[src/rtl/multi_cycle_ctrl_pkg.sv]
// rtl/multi_cycle_ctrl_pkg.sv - shared state, ALU, NPC and opcode encodings for the multi-cycle control unit
package multi_cycle_ctrl_pkg;

   typedef enum logic [2:0] {
      S_IF  = 3'd0,
      S_ID  = 3'd1,
      S_EXE = 3'd2,
      S_MEM = 3'd3,
      S_WB  = 3'd4
   } state_e;

   localparam logic [3:0] ALU_NOP  = 4'd0;
   localparam logic [3:0] ALU_ADD  = 4'd1;
   localparam logic [3:0] ALU_SUB  = 4'd2;
   localparam logic [3:0] ALU_AND  = 4'd3;
   localparam logic [3:0] ALU_OR   = 4'd4;
   localparam logic [3:0] ALU_NOR  = 4'd5;
   localparam logic [3:0] ALU_SLT  = 4'd6;
   localparam logic [3:0] ALU_SLTU = 4'd7;
   localparam logic [3:0] ALU_SLL  = 4'd8;
   localparam logic [3:0] ALU_SRL  = 4'd9;
   localparam logic [3:0] ALU_LUI  = 4'd10;

   localparam logic [1:0] NPC_PLUS4  = 2'b00;
   localparam logic [1:0] NPC_BRANCH = 2'b01;
   localparam logic [1:0] NPC_JUMP   = 2'b10;

   localparam logic [5:0] OP_RTYPE = 6'h00;
   localparam logic [5:0] OP_J     = 6'h02;
   localparam logic [5:0] OP_JAL   = 6'h03;
   localparam logic [5:0] OP_BEQ   = 6'h04;
   localparam logic [5:0] OP_BNE   = 6'h05;
   localparam logic [5:0] OP_ADDI  = 6'h08;
   localparam logic [5:0] OP_ADDIU = 6'h09;
   localparam logic [5:0] OP_SLTI  = 6'h0A;
   localparam logic [5:0] OP_ANDI  = 6'h0C;
   localparam logic [5:0] OP_ORI   = 6'h0D;
   localparam logic [5:0] OP_LUI   = 6'h0F;
   localparam logic [5:0] OP_LW    = 6'h23;
   localparam logic [5:0] OP_SW    = 6'h2B;

   localparam logic [5:0] FUNCT_SLL  = 6'h00;
   localparam logic [5:0] FUNCT_SRL  = 6'h02;
   localparam logic [5:0] FUNCT_SLLV = 6'h04;
   localparam logic [5:0] FUNCT_SRLV = 6'h06;
   localparam logic [5:0] FUNCT_ADD  = 6'h20;
   localparam logic [5:0] FUNCT_ADDU = 6'h21;
   localparam logic [5:0] FUNCT_SUB  = 6'h22;
   localparam logic [5:0] FUNCT_SUBU = 6'h23;
   localparam logic [5:0] FUNCT_AND  = 6'h24;
   localparam logic [5:0] FUNCT_OR   = 6'h25;
   localparam logic [5:0] FUNCT_NOR  = 6'h27;
   localparam logic [5:0] FUNCT_SLT  = 6'h2A;
   localparam logic [5:0] FUNCT_SLTU = 6'h2B;

endpackage

[src/rtl/alu_op_dec.sv]
// rtl/alu_op_dec.sv - combinational Op/Funct decode into EXE-stage ALU operation and operand selects
module alu_op_dec
   import multi_cycle_ctrl_pkg::*;
(
   input  logic [5:0] op,
   input  logic [5:0] funct,
   output logic [3:0] alu_op,
   output logic [1:0] src_a,
   output logic [1:0] src_b,
   output logic       legal
);

   always_comb begin
      alu_op = ALU_NOP;
      src_a  = 2'b00;
      src_b  = 2'b00;
      legal  = 1'b1;
      case (op)
         OP_RTYPE: begin
            src_a = 2'b01;
            case (funct)
               FUNCT_ADD, FUNCT_ADDU: alu_op = ALU_ADD;
               FUNCT_SUB, FUNCT_SUBU: alu_op = ALU_SUB;
               FUNCT_AND:             alu_op = ALU_AND;
               FUNCT_OR:              alu_op = ALU_OR;
               FUNCT_NOR:             alu_op = ALU_NOR;
               FUNCT_SLT:             alu_op = ALU_SLT;
               FUNCT_SLTU:            alu_op = ALU_SLTU;
               FUNCT_SLLV:            alu_op = ALU_SLL;
               FUNCT_SRLV:            alu_op = ALU_SRL;
               // constant shifts take the shift amount from the instruction field
               FUNCT_SLL: begin alu_op = ALU_SLL; src_a = 2'b10; end
               FUNCT_SRL: begin alu_op = ALU_SRL; src_a = 2'b10; end
               default: begin
                  legal = 1'b0;
                  src_a = 2'b00;
               end
            endcase
         end
         OP_J, OP_JAL: begin
         end
         OP_BEQ, OP_BNE: begin
            src_a  = 2'b01;
            alu_op = ALU_SUB;
         end
         OP_ADDI, OP_ADDIU, OP_LW, OP_SW: begin
            src_b  = 2'b10;
            alu_op = ALU_ADD;
         end
         OP_SLTI: begin src_b = 2'b10; alu_op = ALU_SLT; end
         OP_ANDI: begin src_b = 2'b11; alu_op = ALU_AND; end
         OP_ORI:  begin src_b = 2'b11; alu_op = ALU_OR;  end
         OP_LUI:  begin src_b = 2'b11; alu_op = ALU_LUI; end
         default: legal = 1'b0;
      endcase
   end

endmodule

[src/rtl/multi_cycle_ctrl.sv]
// rtl/multi_cycle_ctrl.sv - multi-cycle MIPS control FSM sequencing IF/ID/EXE/MEM/WB with a MEM wait counter
module multi_cycle_ctrl
   import multi_cycle_ctrl_pkg::*;
#(
   parameter int unsigned MEM_WAIT = 0
) (
   input  logic       clk,
   input  logic       rstn,
   input  logic [5:0] Op,
   input  logic [5:0] Funct,
   input  logic       Zero,
   output logic       PCWrite,
   output logic       IRWrite,
   output logic       RegWrite,
   output logic       MemWrite,
   output logic [1:0] RegDst,
   output logic [1:0] MemtoReg,
   output logic [1:0] ALUSrcA,
   output logic [1:0] ALUSrcB,
   output logic [3:0] ALUOp,
   output logic [1:0] NPCOp,
   output logic [2:0] State,
   output logic       illegal_op
);

   localparam logic [3:0] MEM_WAIT_C = 4'(MEM_WAIT);

   state_e     state_q, state_d;
   logic [3:0] wait_q, wait_d;
   logic       pc_we, ir_we, rf_we, mem_we, ill;
   logic [3:0] dec_alu_op;
   logic [1:0] dec_src_a, dec_src_b;
   logic       dec_legal;
   logic       is_lw, is_sw;

   alu_op_dec u_dec (
      .op     (Op),
      .funct  (Funct),
      .alu_op (dec_alu_op),
      .src_a  (dec_src_a),
      .src_b  (dec_src_b),
      .legal  (dec_legal)
   );

   assign is_lw = (Op == OP_LW);
   assign is_sw = (Op == OP_SW);

   always_ff @(posedge clk) begin
      if (!rstn) begin
         state_q <= S_IF;
         wait_q  <= 4'd0;
      end else begin
         state_q <= state_d;
         wait_q  <= wait_d;
      end
   end

   always_comb begin
      state_d  = S_IF;
      wait_d   = wait_q;
      pc_we    = 1'b0;
      ir_we    = 1'b0;
      rf_we    = 1'b0;
      mem_we   = 1'b0;
      ill      = 1'b0;
      RegDst   = 2'b00;
      MemtoReg = 2'b00;
      ALUSrcA  = 2'b00;
      ALUSrcB  = 2'b00;
      ALUOp    = ALU_NOP;
      NPCOp    = NPC_PLUS4;
      case (state_q)
         S_IF: begin
            ir_we   = 1'b1;
            pc_we   = 1'b1;
            ALUSrcB = 2'b01;
            ALUOp   = ALU_ADD;
            state_d = S_ID;
         end
         S_ID: begin
            if (Op == OP_J || Op == OP_JAL) begin
               pc_we = 1'b1;
               NPCOp = NPC_JUMP;
               // jal links the already-incremented PC while the jump target loads
               if (Op == OP_JAL) begin
                  rf_we    = 1'b1;
                  RegDst   = 2'b10;
                  MemtoReg = 2'b10;
               end
            end else if (!dec_legal) begin
               ill = 1'b1;
            end else begin
               state_d = S_EXE;
            end
         end
         S_EXE: begin
            ALUOp   = dec_alu_op;
            ALUSrcA = dec_src_a;
            ALUSrcB = dec_src_b;
            if (Op == OP_BEQ || Op == OP_BNE) begin
               NPCOp = NPC_BRANCH;
               pc_we = (Op == OP_BEQ) ? Zero : ~Zero;
            end else if (is_lw || is_sw) begin
               state_d = S_MEM;
               wait_d  = MEM_WAIT_C;
            end else begin
               state_d = S_WB;
            end
         end
         S_MEM: begin
            if (wait_q == 4'd0) begin
               mem_we  = is_sw;
               state_d = is_lw ? S_WB : S_IF;
            end else begin
               wait_d  = wait_q - 4'd1;
               state_d = S_MEM;
            end
         end
         S_WB: begin
            rf_we = 1'b1;
            if (Op == OP_RTYPE) RegDst = 2'b01;
            if (is_lw)          MemtoReg = 2'b01;
         end
         default: state_d = S_IF;
      endcase
   end

   // reset masks every enable so an aborted instruction cannot commit a write
   assign PCWrite    = pc_we  & rstn;
   assign IRWrite    = ir_we  & rstn;
   assign RegWrite   = rf_we  & rstn;
   assign MemWrite   = mem_we & rstn;
   assign illegal_op = ill    & rstn;
   assign State      = state_q;

endmodule
[config.mk]
export PLATFORM = sky130hd
export DESIGN_NAME = multi_cycle_ctrl
export DESIGN_NICKNAME = d
export VERILOG_FILES = /design/src/rtl/multi_cycle_ctrl_pkg.sv /design/src/rtl/alu_op_dec.sv /design/src/rtl/multi_cycle_ctrl.sv
export SDC_FILE = /design/constraint.sdc
export NUM_CORES = 1
export LEC_CHECK = 0
export ABC_AREA = 1
export CAP_MARGIN = 20
export CORE_ASPECT_RATIO = 0.75
export CORE_MARGIN = 2
export CORE_UTILIZATION = 43
export DETAILED_ROUTE_END_ITERATION = 8
export PLACE_DENSITY = 0.8
export SLEW_MARGIN = 0
export SYNTH_ARGS = -nofsm -noshare
export SYNTH_HDL_FRONTEND = slang
export SYNTH_SLANG_ARGS = --single-unit
[constraint.sdc]
create_clock -name clk -period 1.54 [get_ports clk]
set_input_delay 0.154 -clock clk [delete_from_list [all_inputs] [get_ports clk]]
set_output_delay 0.154 -clock clk [all_outputs]
set_load 0.05 [all_outputs]
==> results of run 1 <==
[stage by stage]
stage | cell area, µm² | worst slack, ns | TNS, ns
global placement | 1800 | -0.296 | -4.45
detailed placement | 1800 | -0.346 | -5.97
floorplan | 1040 | -0.195 | -0.587
[cell usage after synthesis]
cell type  instances
nor2_4             1
clkinv_1           1
or2_1              1
xor2_1             1
inv_1             31
o211ai_1           1
ha_1               1
a311oi_1           1
nor3_2             1
nand4_1            5
or2_0              1
buf_4              1
nand2_1           34
a21oi_1           10
o21ai_0            7
nor2_1            33
a211oi_1           1
nand3_1           19
nor3_1             4
dfxtp_1            7
nand3b_1           1
o21ai_4            1
buf_2              1
inv_2              2
a31oi_1            1
nand4_2            1
nor3_4             1
[cells by family after synthesis]
| logic type | Yosys count | share of synthesized area (%) |
|---|---|---|
| AND/OR/NAND/NOR | 102 | 51.9 |
| adder cells (fa/ha/maj) | 1 | 1.39 |
| AO/OA/AOI/OAI | 22 | 14.6 |
| buffers and inverters | 36 | 15.6 |
| flip-flops | 7 | 15.6 |
| XOR/XNOR | 1 | 0.972 |
==> flow_summary.json, run 1 <==
{
  "outcome": "stopped before the end",
  "haltStage": "4_1_cts",
  "stop_error": "[ERROR DPL-0033] detailed placement checks failed during check placement.",
  "num_io_pins": 37,
  "syn_inst": 169,
  "routabilityCongestion": 0.856,
  "synth_cell_types": 27,
  "clk_root_buffer_cell": "clkbuf_4",
  "hpwl_um": 2880,
  "io_buffers": 36,
  "yosysTopAreaCell": "dfxtp_1",
  "yosysTopAreaCellShare_pct": 15.6,
  "hold_buffers": 0,
  "cts.sinks": 7,
  "cts_setup_buffers": 6,
  "cts_buffers": 3,
  "ys_ff_latch": 7,
  "synth.cell_area_um2": 901,
  "syn-num-nets": 185,
  "post_cts_resized": 61,
  "num_rows": 14,
  "syn_avg_cell_area_um2": 5.33,
  "clk_path_buf_depth": 2,
  "htree_levels": 1,
  "initial_utilization_pct": 45.1,
  "placedCellCount": 252,
  "synth-seq-area-share_pct": 15.6,
  "dieHeight_um": 43.6,
  "dieWidth_um": 56.9,
  "synthTopCellsByArea": "dfxtp_1 (16%), nand2_1 (14%), nor2_1 (14%)",
  "ys_warn_count": 0
}
==> run 2: changes to the inputs <==
CORE_AREA = 2 2 63 65   (was not set)
CORE_ASPECT_RATIO = not set   (was 0.75)
CORE_MARGIN = not set   (was 2)
CORE_UTILIZATION = not set   (was 43)
DIE_AREA = 0 0 65 67   (was not set)
PLACE_DENSITY = not set   (was 0.8)
PLACE_DENSITY_LB_ADDON = 0.15   (was not set)
==> run 2 against run 1 <==
Against the previous run: the flow now finishes, with violations (negative setup slack); synthesized cell count stayed put; synthesized area unchanged.
==> flow_summary.json, run 2 <==
{
  "area_growth_pct": 137,
  "cp.required_ns": 1.39,
  "largest_reg_flops": 4,
  "fin_area_mm2": 0.00213,
  "drv_cap": 0,
  "yosysMostFrequentCell": "nand2_1",
  "arrival_ns": 1.44,
  "synth-xor-area-share_pct": 0.972,
  "synth_top_family_by_area": "simple AND/OR/NAND/NOR gates",
  "p_leak_nw": 0.978,
  "synthFlopType": "dfxtp_1",
  "diodes": 0,
  "initial_utilization_pct": 25.0,
  "overflow": 0,
  "hold_class": "reg2reg",
  "drc": 0,
  "fmax_mhz": 627,
  "htree_levels": 1,
  "largest-register": "wait_q",
  "wl_um": 3460,
  "ff2ff_setup_slack_ns": 0.06,
  "fin_skew_ns": 0.00277,
  "grt_pass1_wl_um": 5730,
  "synthAdderAreaFrac_pct": 1.39,
  "ys_ff_latch": 7,
  "num_rows": 22,
  "ys_warn_count": 0,
  "syn_inst": 169,
  "num-nets-final": 270,
  "clk_root_buffer_cell": "clkbuf_8",
  "synth-compound-area-share_pct": 14.6,
  "routabilityCongestion": 0.887,
  "path_clk_slew_ns": 0.04,
  "drive_gt1_share_pct": 56.5,
  "crit_path_end_kind": "primary output",
  "synth_cell_types": 27,
  "ant_nets": 0,
  "syn_avg_cell_area_um2": 5.33,
  "finalPower_w": 0.000837,
  "synth.cell_area_um2": 901,
  "antenna_found_initial": 0,
  "fin_crit_ns": 1.60,
  "dr.pass1.iters": 4,
  "wire_per_inst_um": 11.5,
  "grt_setup_unrepaired": "true",
  "final_core_util_pct": 59.1,
  "slew-limit-headroom_pct": 79.5,
  "fin_crit_sh_pct": 104,
  "syn-num-nets": 185,
  "pre_cts_ws_ns": -0.408,
  "dieHeight_um": 67,
  "grt_max_degree": 8,
  "ir_worst_vdd_mv": 0.469,
  "powerDensity_mw_per_mm2": 393,
  "fin_setup_tns_ns": -0.181,
  "synth-seq-area-share_pct": 15.6,
  "final_hold_viol_count": 0,
  "layout_commonest_cell": "buf_4",
  "dieArea_mm2": 0.00436,
  "hpwl_um": 2650,
  "dieWidth_um": 65,
  "crit_fanout": 5,
  "setup_slack_ns": -0.0561,
  "layout_common_cells": "buf_4 (44), nand2_1 (29), inv_1 (18), buf_12 (18), nor2_1 (15)",
  "viasPerCell": 4.59,
  "setup_viol": 6,
  "synth_commonest_cells": "nand2_1 (34), nor2_1 (33), inv_1 (31)",
  "clk_path_buf_depth": 2,
  "place_area_mm2": 0.00185,
  "synth_edf_count": 0,
  "slew_violations": 0,
  "grtUsageTotal_pct": 16.4,
  "hold_buffers": 0,
  "synthTopCellsByArea": "dfxtp_1 (16%), nand2_1 (14%), nor2_1 (14%)",
  "cts.sinks": 7,
  "yosysTopAreaCell": "dfxtp_1",
  "io_buffers": 36,
  "insertion_delay_ns": 0.23,
  "synthMuxAreaShare_pct": 0,
  "startpoint_type": "flip-flop",
  "violations": "negative setup slack",
  "grt_pass1_vias": 1382,
  "cts_tree": "done",
  "tightestPinTransition_ns": 0.310,
  "cts_buffers": 3,
  "yosysTopAreaCellShare_pct": 15.6,
  "async_flop_share_pct": 0,
  "dr_total_vias": 1381,
  "synth-simple-area-share_pct": 51.9,
  "outcome": "complete, but fails checks",
  "path_class": "reg2out",
  "coreArea_mm2": 0.00361,
  "num_io_pins": 37,
  "initialDrtViolationCount": 55
}
[run 2: power breakdown]
group	internal [W]	leakage (nW)	switching (W)
logic	0.000171	0.897	0.000214
registers	0.000183	0.0588	0.00000826
clock network	0.000179	0.0228	0.0000822
[run 2: area by class of cell]
type	instances	area, µm²
clock buffer	4	45.0
fill	330	1480
inverter	34	141
multi-input combinational	126	872
sequential	7	151
tap	48	60.1
timing repair buffer	82	861
[run 2: kinds of logic after synthesis]
logic type | count (synthesis)
AOI/OAI and AO/OA | 22
xor gates and xnor gates | 1
DFF | 7
buffers and inverters | 36
and+or+nand+nor | 102
adders and majority gates | 1
[run 2: critical path, stage by stage (launching register included)]
cell and delay, ns:
dfxtp_4 0.39, inv_4 0.05, nor3_4 0.20, nand3_2 0.15, clkinvlp_4 0.11, a211oi_2 0.07, nor2_4 0.11, buf_12 0.14
[run 2: worst paths after layout]
kind | to | start | cells after the start
setup / recovery | PCWrite | State[1] | 7
hold / removal | wait_q[0] | wait_q[0] | 2
setup reg to reg | wait_q[1] | State[1] | 8
hold reg to reg | wait_q[0] | wait_q[0] | 2
[run 2: per-stage QoR]
| stage | hold slack, ns | std cells |
|---|---|---|
| floorplan | 0.296 | 169 |
| detailed placement | 0.516 | 282 |
| global route | 0.582 | 301 |
| finish | 0.554 | 301 |
| CTS | 0.537 | 301 |
| global placement | 0.512 | 282 |
[run 2: repair_timing]
action / 4_1_cts / 5_1_grt
setup buffers: 15 / 1
setup endpoints to repair: 22 / 17
cloned: 0 / 0
gates resized for setup: 52 / 38
pin swaps: 20 / 16
[run 2: layer usage]
layer  track usage (%)  up-vias  routed length, µm  share of wire, %
met5                 0        -                  0                 0
met4              3.99        0                 26              0.75
met3              1.86        4                 83               2.4
met2              31.7       17               1890                55
met1              19.1      645               1460                42
li1                  -      715                  -                 -
(Power assumes the default switching activity.)
==> run 3: changes to the inputs <==
--- a/config.mk
+++ b/config.mk
@@ -9,5 +9,5 @@
 export CAP_MARGIN = 20
-export CORE_AREA = 2 2 63 65
+export CORE_AREA = 3 3 64 66
 export DETAILED_ROUTE_END_ITERATION = 8
-export DIE_AREA = 0 0 65 67
+export DIE_AREA = 0 0 67 69
 export PLACE_DENSITY_LB_ADDON = 0.15
--- a/constraint.sdc
+++ b/constraint.sdc
@@ -3,2 +3,2 @@
 set_output_delay 0.154 -clock clk [all_outputs]
-set_load 0.05 [all_outputs]
+set_load 0.1 [all_outputs]
==> run 3 against run 2 <==
Against the previous run: the flow still finishes with violations (negative setup slack); clock skew shrank 0.00058 ns; via count grew 2.8%; design area grew 6.4%; register-to-register slack gained 0.04 ns; maximum frequency shrank 4.1%; worst setup slack lost 0.068 ns.
==> flow_summary.json, run 3 (same netlist as run 2, synthesis figures left out) <==
{
  "tightestPinTransition_ns": 0.336,
  "grt_setup_unrepaired": "true",
  "antenna_found_initial": 0,
  "ant_nets": 0,
  "p_clk_share_pct": 27.7,
  "cts.sinks": 7,
  "insertion_delay_ns": 0.23,
  "nFillCells": 331,
  "final_core_util_pct": 62.4,
  "combPwrFrac_pct": 52.0,
  "pre_cts_ws_ns": -0.343,
  "fin_crit_sh_pct": 108,
  "cts_buffers": 3,
  "dieHeight_um": 69,
  "crit_fanout": 6,
  "layout_common_cells": "buf_4 (39), nand2_1 (27), buf_12 (22)",
  "crit_path_end_kind": "primary output",
  "finalPower_w": 0.000934,
  "power.switching_w": 0.000385,
  "coreArea_mm2": 0.00363,
  "violations": "negative setup slack",
  "num_io_pins": 37,
  "viasPerCell": 4.71,
  "dr_total_vias": 1419,
  "diodes": 0,
  "path_class": "reg2out",
  "hold_buffers": 0,
  "grt_pass1_vias": 1448,
  "initial_utilization_pct": 24.8,
  "largest_reg_flops": 4,
  "clk_root_buffer_cell": "clkbuf_8",
  "holdWs_ns": 0.500,
  "outcome": "complete, but fails checks",
  "drv_cap": 0,
  "setup_slack_ns": -0.124,
  "cts_tree": "done",
  "dieWidth_um": 67,
  "cp.required_ns": 1.39,
  "dr.pass1.iters": 4,
  "grtUsageTotal_pct": 17.0,
  "initialDrtViolationCount": 51,
  "arrival_ns": 1.51,
  "io_buffers": 36,
  "drive_gt1_share_pct": 60.5,
  "seqPwrFrac_pct": 20.4,
  "routabilityCongestion": 0.769,
  "slew-limit-headroom_pct": 77.7,
  "drc": 0,
  "p_int_w": 0.000549,
  "ff2ff_setup_slack_ns": 0.10,
  "grt_pass1_wl_um": 6340,
  "ir_worst_vdd_mv": 0.365,
  "num_rows": 22,
  "setup_viol": 11,
  "num-nets-final": 270,
  "htree_levels": 1,
  "layout_commonest_cell": "buf_4",
  "slew_violations": 0,
  "startpoint_type": "flip-flop",
  "hold_class": "in2reg",
  "largest-register": "wait_q",
  "grt_max_degree": 8,
  "overflow": 0,
  "wire_per_inst_um": 12.6,
  "clk_path_buf_depth": 2,
  "final_hold_viol_count": 0,
  "area_growth_pct": 152,
  "switching_share_pct": 41.2,
  "fin_setup_tns_ns": -0.701,
  "wl_um": 3810,
  "fmax_mhz": 601,
  "path_clk_slew_ns": 0.04,
  "p_leak_nw": 1.02,
  "powerDensity_mw_per_mm2": 412,
  "dieArea_mm2": 0.00462,
  "fin_crit_ns": 1.66,
  "hpwl_um": 2770,
  "fin_skew_ns": 0.00218
}
==> run 3: changes by cell type in the layout (fill, tap and decap cells not counted), moves of 3 or more <==
cell / previous run / this run
buf_4: 44 / 39
nor2_4: 10 / 15
buf_12: 18 / 22
inv_2: 11 / 15
nor2_2: 9 / 5
clkbuf_2: 4 / 1
inv_1: 18 / 15
nand3_1: 13 / 10
o21ai_0: 2 / 5
o21ai_1: 4 / 1
==> run 3: final timing paths <==
| path | start | endpoint | cells past startpoint |
|---|---|---|---|
| worst max-delay path | State[2] | ALUOp[3] | 7 |
| worst min-delay path | Op[5] | State[1] | 6 |
| worst max register to register | State[2] | wait_q[2] | 6 |
| worst min register to register | wait_q[3] | wait_q[3] | 3 |
==> run 3: repair_timing <==
action                     in CTS  in global routing
gates resized for setup        79                 22
pin swaps                      21                 19
setup endpoints to repair      22                 20
hold endpoints to repair        0                  0
setup buffers                  12                  5
==> run 3: power groups by stage <==
stage          logic (W)  registers (W)  clock network [W]
6_report        0.000486       0.000190           0.000258
5_1_grt         0.000513       0.000191           0.000271
4_1_cts         0.000473       0.000190           0.000262
3_5_place_dp    0.000412       0.000196                  0
3_3_place_gp    0.000410       0.000196                  0
2_1_floorplan   0.000213       0.000217                  0
==> run 3: final cells by class <==
type | count | area [µm²] | share of cell area [%]
inverters | 34 | 140 | 6.18
multi-input cells | 126 | 946 | 41.7
well taps | 48 | 60.1 | 2.65
clock buffers | 4 | 45.0 | 1.99
flip-flops and latches | 7 | 151 | 6.68
repair buffers | 82 | 925 | 40.8
==> run 3: critical path, stage by stage (launching register included) <==
cell	delay (ns)
dfxtp_4	0.37
nor3_4	0.25
buf_4	0.15
buf_6	0.09
buf_6	0.10
o21ai_4	0.05
nor2_4	0.10
buf_12	0.18
==> run 3: stage by stage <==
step	instances	cell area [µm²]
floorplan	169	1080
global placement	281	1920
detailed placement	281	1920
CTS	296	2200
global route	301	2270
finish	301	2270
==> run 3: metal layers <==
metal | track usage (%) | vias to the layer above | share of wire [%]
met2 | 31.1 | 37 | 55
met4 | 4.05 | 0 | 1.4
met3 | 1.95 | 8 | 4.0
met1 | 20.3 | 661 | 40
met5 | 0 | - | 0
li1 | - | 713 | -
==> run 4: changes to the inputs <==
RECOVER_POWER = 100   (was not set)
==> run 4 against run 3 <==
Against the previous run: the run still ends with negative setup slack left; utilization down 1.2 points; total power down 1.3%; register-to-register slack about the same; first-iteration DRC count unchanged; global-route usage unchanged; clock skew about the same; wire length down 0.16%; largest power group unchanged; via count unchanged; die area unchanged; sequential power about the same; critical path depth unchanged; worst setup slack about the same.
==> flow_summary.json, run 4 (same netlist as run 2, synthesis figures left out) <==
{
  "dr.pass1.iters": 4,
  "tightestPinTransition_ns": 0.544,
  "min_to": "State[1]",
  "violations": "negative setup slack",
  "fmax_mhz": 601,
  "layout_common_cells": "buf_4 (39), nand2_1 (27), buf_12 (19)",
  "coreArea_mm2": 0.00363,
  "overflow": 0,
  "drv_cap": 0,
  "min_path_cells": 6,
  "fin_crit_sh_pct": 108,
  "path_clk_slew_ns": 0.04,
  "outcome": "complete, but fails checks",
  "crit_fanout": 6,
  "final_core_util_pct": 61.2,
  "viasPerCell": 4.71,
  "num_io_pins": 37,
  "htree_levels": 1,
  "place_area_mm2": 0.00192,
  "nFillCells": 337,
  "wire_per_inst_um": 12.6,
  "hpwl_um": 2770,
  "ir_worst_vdd_mv": 0.341,
  "drive_gt1_share_pct": 60.5,
  "powerDensity_mw_per_mm2": 415,
  "hold_class": "in2reg",
  "area_growth_pct": 147,
  "dieWidth_um": 67,
  "insertion_delay_ns": 0.23,
  "r2r_end": "wait_q[2]",
  "largest-register": "wait_q",
  "setup_viol": 11,
  "wl_um": 3800,
  "r2r_cells": 6,
  "dieArea_mm2": 0.00462,
  "ff2ff_setup_slack_ns": 0.10,
  "grt_pass1_wl_um": 6340,
  "setup_slack_ns": -0.124,
  "clk_root_buffer_cell": "clkbuf_8",
  "io_buffers": 36,
  "dr_total_vias": 1419,
  "slew_violations": 0,
  "cts.sinks": 7,
  "grt_setup_unrepaired": "true",
  "num-nets-final": 270,
  "cp.required_ns": 1.39,
  "diodes": 0,
  "initialDrtViolationCount": 51,
  "grtUsageTotal_pct": 17.0,
  "crit_path_end_kind": "primary output",
  "fin_area_mm2": 0.00222,
  "slew-limit-headroom_pct": 63.9,
  "fin_crit_ns": 1.66,
  "antenna_found_initial": 0,
  "startpoint": "State[2]",
  "dieHeight_um": 69,
  "arrival_ns": 1.51,
  "p_leak_nw": 1.00,
  "fin_skew_ns": 0.00218,
  "path_class": "reg2out",
  "holdWs_ns": 0.500,
  "initial_utilization_pct": 24.8,
  "fin_setup_tns_ns": -0.701,
  "ant_nets": 0,
  "r2r_start": "State[2]",
  "final_hold_viol_count": 0,
  "grt_pass1_vias": 1448,
  "clk_path_buf_depth": 2,
  "num_rows": 22,
  "cts_buffers": 3,
  "cts_tree": "done",
  "routabilityCongestion": 0.769,
  "largest_reg_flops": 4,
  "layout_commonest_cell": "buf_4",
  "startpoint_type": "flip-flop",
  "drc": 0,
  "seq_area_um2": 151,
  "grt_max_degree": 8,
  "min_from": "Op[5]",
  "multi_input_area_um2": 946
}
[run 4: layout make-up]
cell class,count,area share (%)
inverters,34,6.31
repair buffers,82,39.6
flip-flops and latches,7,6.81
multi-input cells,126,42.6
well taps,48,2.70
clock buffers,4,2.03
[run 4: timing repair]
item                       in CTS  in global routing
setup endpoints to repair      22                 20
gates resized for setup        79                 22
pin swaps                      21                 19
buffers inserted               12                  5
hold buffers                    0                  0
[run 4: metrics by stage]
step,setup slack [ns],instances,power (W)
final,-0.124,301,0.000922
after global routing,-0.189,301,0.000962
after CTS,-0.110,296,0.000925
after detailed placement,-0.343,281,0.000608
after global placement,-0.339,281,0.000607
after floorplan,-0.749,169,0.000430
[run 4: worst max path at each step]
stage,to,slack (ns),depth (start not counted)
6_report,ALUOp[3],-0.12,7
2_1_floorplan,RegDst[1],-0.75,7
3_3_place_gp,illegal_op,-0.34,8
3_5_place_dp,ALUSrcB[1],-0.34,9
4_1_cts,MemWrite,-0.11,5
5_1_grt,PCWrite,-0.19,6
[run 4: critical path, cell delays in order (launching register included)]
cell     delay [ns]
dfxtp_4        0.37
nor3_4         0.25
buf_4          0.15
buf_6          0.09
buf_6          0.10
o21ai_4        0.05
nor2_4         0.10
buf_12         0.18
[run 4: layer usage]
layer	global-route usage [%]	wire length, µm
met3	1.95	160
met5	0	0
met4	4.05	53
met2	31.1	2080
met1	20.3	1500
[run 4: power breakdown]
group | total (W) | leakage (nW) | internal, W | switching [W]
combinational | 0.000473 | 0.923 | 0.000177 | 0.000297
clock | 0.000258 | 0.0228 | 0.000179 | 0.0000794
sequential | 0.000190 | 0.0588 | 0.000183 | 0.00000728
total | 0.000922 | 1.00 | 0.000539 | 0.000383
